===== src/rtl/mcudc_pkg.sv =====
// Shared types and helpers for the multi-channel up/down counter.
// Optional feature macro used by this slice: MCUDC_STICKY_FLAGS_EN.
package mcudc_pkg;

    typedef enum logic {
        MCUDC_WRAP = 1'b0,
        MCUDC_SAT  = 1'b1
    } mcudc_mode_e;

    // All-ones value of a w-bit counter, usable in localparam expressions.
    function automatic logic [63:0] mcudc_limit(input int unsigned w);
        if (w >= 64) return '1;
        return (64'd1 << w) - 64'd1;
    endfunction

endpackage


===== src/rtl/mcupdowncounter_udcchannel.sv =====
// Single-channel up/down counter datapath: add/sub with carry/borrow, limit mux, q register.
// Sticky ovf/unf flops exist only when MCUDC_STICKY_FLAGS_EN is defined.
module udcchannel
    import mcudc_pkg::*;
#(
    parameter int WIDTH = 8,
    parameter int STEPW = 4
) (
    input  logic             clk,
    input  logic             reset,
    input  logic             en,
    input  logic             down,
    input  logic [STEPW-1:0] step,
    input  logic             sat,
    input  logic             ld,
    input  logic [WIDTH-1:0] ldval,
    input  logic             clrflags,
    output logic [WIDTH-1:0] q,
    output logic             ovf,
    output logic             unf
);

    localparam logic [WIDTH-1:0] LIMIT = WIDTH'(mcudc_limit(WIDTH));

    mcudc_mode_e    mode;
    logic [WIDTH:0] stepx;
    logic [WIDTH:0] sum;
    logic [WIDTH:0] diff;
    logic [WIDTH-1:0] nxt;
    logic           ovfev;
    logic           unfev;
    logic           qen;

    assign mode  = mcudc_mode_e'(sat);
    assign stepx = {{(WIDTH + 1 - STEPW){1'b0}}, step};
    assign sum   = {1'b0, q} + stepx;
    assign diff  = {1'b0, q} - stepx;
    assign qen   = en | ld;

    always_comb begin
        nxt   = q;
        ovfev = 1'b0;
        unfev = 1'b0;
        if (ld) begin
            nxt = ldval;
        end else if (down) begin
            unfev = en & diff[WIDTH];
            nxt   = (diff[WIDTH] && mode == MCUDC_SAT) ? '0 : diff[WIDTH-1:0];
        end else begin
            ovfev = en & sum[WIDTH];
            nxt   = (sum[WIDTH] && mode == MCUDC_SAT) ? LIMIT : sum[WIDTH-1:0];
        end
    end

    always_ff @(posedge clk) begin
        if (reset)    q <= '0;
        else if (qen) q <= nxt;
    end

`ifdef MCUDC_STICKY_FLAGS_EN
    // A new event in the same cycle as clrflags leaves the flag set.
    always_ff @(posedge clk) begin
        if (reset) begin
            ovf <= 1'b0;
            unf <= 1'b0;
        end else begin
            if (ovfev)         ovf <= 1'b1;
            else if (clrflags) ovf <= 1'b0;
            if (unfev)         unf <= 1'b1;
            else if (clrflags) unf <= 1'b0;
        end
    end
`else
    logic unused_clrflags;
    assign unused_clrflags = clrflags ^ ovfev ^ unfev;
    assign ovf = 1'b0;
    assign unf = 1'b0;
`endif

endmodule


===== src/rtl/mcupdowncounter.sv =====
// Multi-channel up/down counter: NCH independent udcchannel slices sharing ldval/clrflags.
// Sticky overflow/underflow flags are built only with MCUDC_STICKY_FLAGS_EN defined.
module mcupdowncounter
    import mcudc_pkg::*;
#(
    parameter int WIDTH = 8,
    parameter int NCH   = 4,
    parameter int STEPW = 4
) (
    input  logic                 clk,
    input  logic                 reset,
    input  logic [NCH-1:0]       en,
    input  logic [NCH-1:0]       down,
    input  logic [NCH*STEPW-1:0] step,
    input  logic [NCH-1:0]       sat,
    input  logic [NCH-1:0]       ld,
    input  logic [WIDTH-1:0]     ldval,
    input  logic                 clrflags,
    output logic [NCH*WIDTH-1:0] q,
    output logic [NCH-1:0]       zero,
    output logic [NCH-1:0]       max,
    output logic [NCH-1:0]       ovf,
    output logic [NCH-1:0]       unf
);

    localparam logic [WIDTH-1:0] LIMIT = WIDTH'(mcudc_limit(WIDTH));

    for (genvar i = 0; i < NCH; i++) begin : g_ch
        udcchannel #(
            .WIDTH(WIDTH),
            .STEPW(STEPW)
        ) u_ch (
            .clk      (clk),
            .reset    (reset),
            .en       (en[i]),
            .down     (down[i]),
            .step     (step[i*STEPW +: STEPW]),
            .sat      (sat[i]),
            .ld       (ld[i]),
            .ldval    (ldval),
            .clrflags (clrflags),
            .q        (q[i*WIDTH +: WIDTH]),
            .ovf      (ovf[i]),
            .unf      (unf[i])
        );

        assign zero[i] = (q[i*WIDTH +: WIDTH] == '0);
        assign max[i]  = (q[i*WIDTH +: WIDTH] == LIMIT);
    end

endmodule


===== config.mk =====
export PLATFORM = sky130hd
export DESIGN_NAME = mcupdowncounter
export DESIGN_NICKNAME = d
export VERILOG_FILES = /design/src/rtl/mcudc_pkg.sv /design/src/rtl/mcupdowncounter_udcchannel.sv /design/src/rtl/mcupdowncounter.sv
export SDC_FILE = /design/constraint.sdc
export NUM_CORES = 1
export LEC_CHECK = 0
export ABC_AREA = 1
export CAP_MARGIN = 5
export CORE_ASPECT_RATIO = 0.5
export CORE_MARGIN = 3
export CORE_UTILIZATION = 43
export DETAILED_ROUTE_END_ITERATION = 16
export DONT_BUFFER_PORTS = 1
export GPL_ROUTABILITY_DRIVEN = 0
export PLACE_DENSITY = 0.56
export SLEW_MARGIN = 20
export SYNTH_ARGS = -nofsm -noshare
export SYNTH_HDL_FRONTEND = slang
export SYNTH_SLANG_ARGS = --single-unit

===== constraint.sdc =====
create_clock -name clk -period 2.5 [get_ports clk]
set_input_delay 0.125 -clock clk [delete_from_list [all_inputs] [get_ports clk]]
set_output_delay 0.125 -clock clk [all_outputs]
set_load 0.1 [all_outputs]

==> metrics.txt <==
synth unique cells 31; crit path max-delay cell type dfxtp_1; Hold Path Class in2reg; Max Clk Rate 0.4781 GHz; Clock Skew 0.003983 ns; Synth Instances 733; Most flops, register g_ch.u_ch.q; post-route minimum period 2.092 ns; max_cap viols 0; Mapped Avg Cell Area 5.920 sq um; share of layout cells above drive strength 1 0.1599; pins over their slew limit 0; ys async rst share 0; Worst EP required 2.71 ns; clk_lat worst skew 0.27 ns; DP HPWL 10.51 mm; CP peak stage delay 0.36 ns; crit path launch g_ch[3].u_ch.q[0]; RSZ-0062 raised after global routing no; leak pwr 2.518 nW; Core Util, Final 0.5108; I/O pins 91; final wirelength 13.02 mm; Syn-to-layout area delta 13.41%; setup TNS 0 ns; Tcrit/Tclk final 0.8367; vias in the first global route 4266; GRT Total Usage 0.2290; CTS clk-pin slew, worst paths 0.05 ns; post-route ant nets 0; Rel. slew slack 0.5589; crit path capture g_ch[3].u_ch.q[2]; Mapped Area 4339 sq um; most frequent cells after synthesis nand2_1 (213), inv_1 (102), nand3_1 (91), nor2_1 (58), a21oi_1 (34); outcome completed; die area 11410 sq um; clock sinks 32; crit-path cells inv_1, ha_1, inv_1, fa_1, nand3_1, nand3_1, nor2_1, nor2_2, nand3_1, nand3_1, nand2_1, a21oi_2; critical path fanouts, max 6; Iteration-0 DRC Markers 336; synthesized flop and latch total 32; worst setup path class reg2reg; kind of launch point of the worst setup path register; max reg flops 32; I/O Buffers 0; Rows 25; # DRC 0; Remaining Overflow, GRT 0; Initial Utilization 0.4504; detailed-route via count 4634; largest net degree at the start of global routing 30; Die H 77.03 microns; Syn. warnings 0; CP most frequent cell nand3_1; Slew @ Worst Pin 0.6592 ns; PD cells 529.6 nW/um^2; Reg2Reg Depth 12; multi-input logic area 3188 sq um; commonest register cell after synthesis dfxtp_1; Die W 148.1 microns; initial antenna violation count 0; Peak supply drop 272.0 uV; area leader, netlist nand2_1; core area 9634 sq um; number of CTS-inserted buffers 5; WL per Instance 14.40 microns; FF-to-FF setup slack 0.41 ns; fill cell count 1044; Clock Path Buffers 2; RR Startpoint g_ch[3].u_ch.q[0]; final hold vios 0; Crit. End Element register; Post-synth EDFFs 0; # setup viols final 0; top-area cell type share of the netlist area 0.1843; Root Buffer clkbuf_16; most numerous cell in the Yosys netlist nand2_1; drt pass-1 iters 5; first-pass GRT wire length 21.62 mm; cts repair resizes 0; CTS tree built; Sequential cell area 640.6 sq um; H-Tree Depth 2; register area share after synthesis 0.1476; Antenna Cells 0; nets 851; Via density 5.126; Arrival @ worst endpoint 2.30 ns; Top Registers g_ch.u_ch.q (32); main area contributors after synthesis nand2_1 (18%), dfxtp_1 (15%), nand3_1 (10%); Crit Reg-Reg Endpoint g_ch[3].u_ch.q[2]
kinds of logic (layout without fill, tap and decap cells):
logic type	after synthesis	in the layout	share of synthesized area
compound gates	94	94	0.1352
xor+xnor	6	6	0.01211
fa+ha+maj	40	40	0.1292
buf+inv	137	166	0.1283
flops	32	32	0.1476
other cells	1	8	0.0008642
simple gates	423	423	0.4467
timing repair:
action | in CTS | in global routing
buffers inserted | 0 | 0
endpoints found under the hold margin | 29 | 0
hold buffers | 1 | 0
worst min path at each step:
stage | from | end | depth (start not counted)
2_1_floorplan | ldval[0] | g_ch[0].u_ch.q[0] | 2
3_3_place_gp | reset | g_ch[2].u_ch.q[5] | 1
3_5_place_dp | reset | g_ch[0].u_ch.q[5] | 1
4_1_cts | ldval[0] | g_ch[1].u_ch.q[0] | 2
5_1_grt | ldval[0] | g_ch[1].u_ch.q[0] | 2
6_report | ldval[0] | g_ch[1].u_ch.q[0] | 2
metal layers:
layer,vias to the layer above,track usage,share of wire
li1,2431,-,-
met1,2067,0.3708,0.54
met2,129,0.3242,0.39
met3,7,0.02538,0.063
met4,0,0.03410,0.0044
met5,-,0,0
layout make-up:
type,instances,area share
Clock buffer,6,0.02822
Clock inverter,2,0.002034
Inverter,113,0.08619
Multi-Input combinational cell,571,0.6479
Sequential cell,32,0.1302
Tap cell,135,0.03432
Timing Repair Buffer,45,0.07119
power by group:
| part | leakage, nW | switching (W) | internal (W) |
|---|---|---|---|
| clock network | 0.0766 | 0.000215 | 0.000392 |
| logic | 2.18 | 0.000995 | 0.000363 |
| registers | 0.265 | 0.0000867 | 0.000555 |
| total | 2.52 | 0.00130 | 0.00131 |
layout by cell type, fill, tap and decap left out:
cell and instances:
nor2_4 4, fa_1 8, nand3_1 91, clkbuf_16 5
o21ai_1 8, or2_2 3, nor2_8 1, nand3_4 1
clkbuf_8 1, dfxtp_1 32, nand2_2 9, nor2_2 11
conb_1 8, o31ai_1 1, o21ai_0 13, nand3b_1 3
nand2_1 213, a31oi_1 3, clkinv_2 2, nand3_2 12
inv_1 102, buf_12 1, ha_1 32, buf_4 44
a21oi_1 34, a22oi_1 17, xor2_1 6, inv_2 11
a21oi_2 18, nor2_1 50, nand4_1 17, nor3_1 8
through the flow:
step	total power [W]	area (sq um)	instances	worst slack (ns)	hold slack, ns
3_3_place_gp	0.001981	4752	895	0.4858	0.1923
6_report	0.002606	4921	904	0.4083	0.01332
2_1_floorplan	0.001731	4375	740	0.008695	0.2868
3_5_place_dp	0.001981	4752	895	0.4732	0.1915
4_1_cts	0.002607	4921	904	0.4573	0.004779
5_1_grt	0.002778	4921	904	0.2206	0.008265
critical path, delay by kind of cell (launching register included):
kind	cells	cell delay [ns]
and+or+nand+nor	7	0.96
adders and majority gates	2	0.41
DFF	1	0.36
buffers and inverters	2	0.20
AOI/OAI and AO/OA	1	0.10
Note: power is estimated with default switching activity, not from simulation.
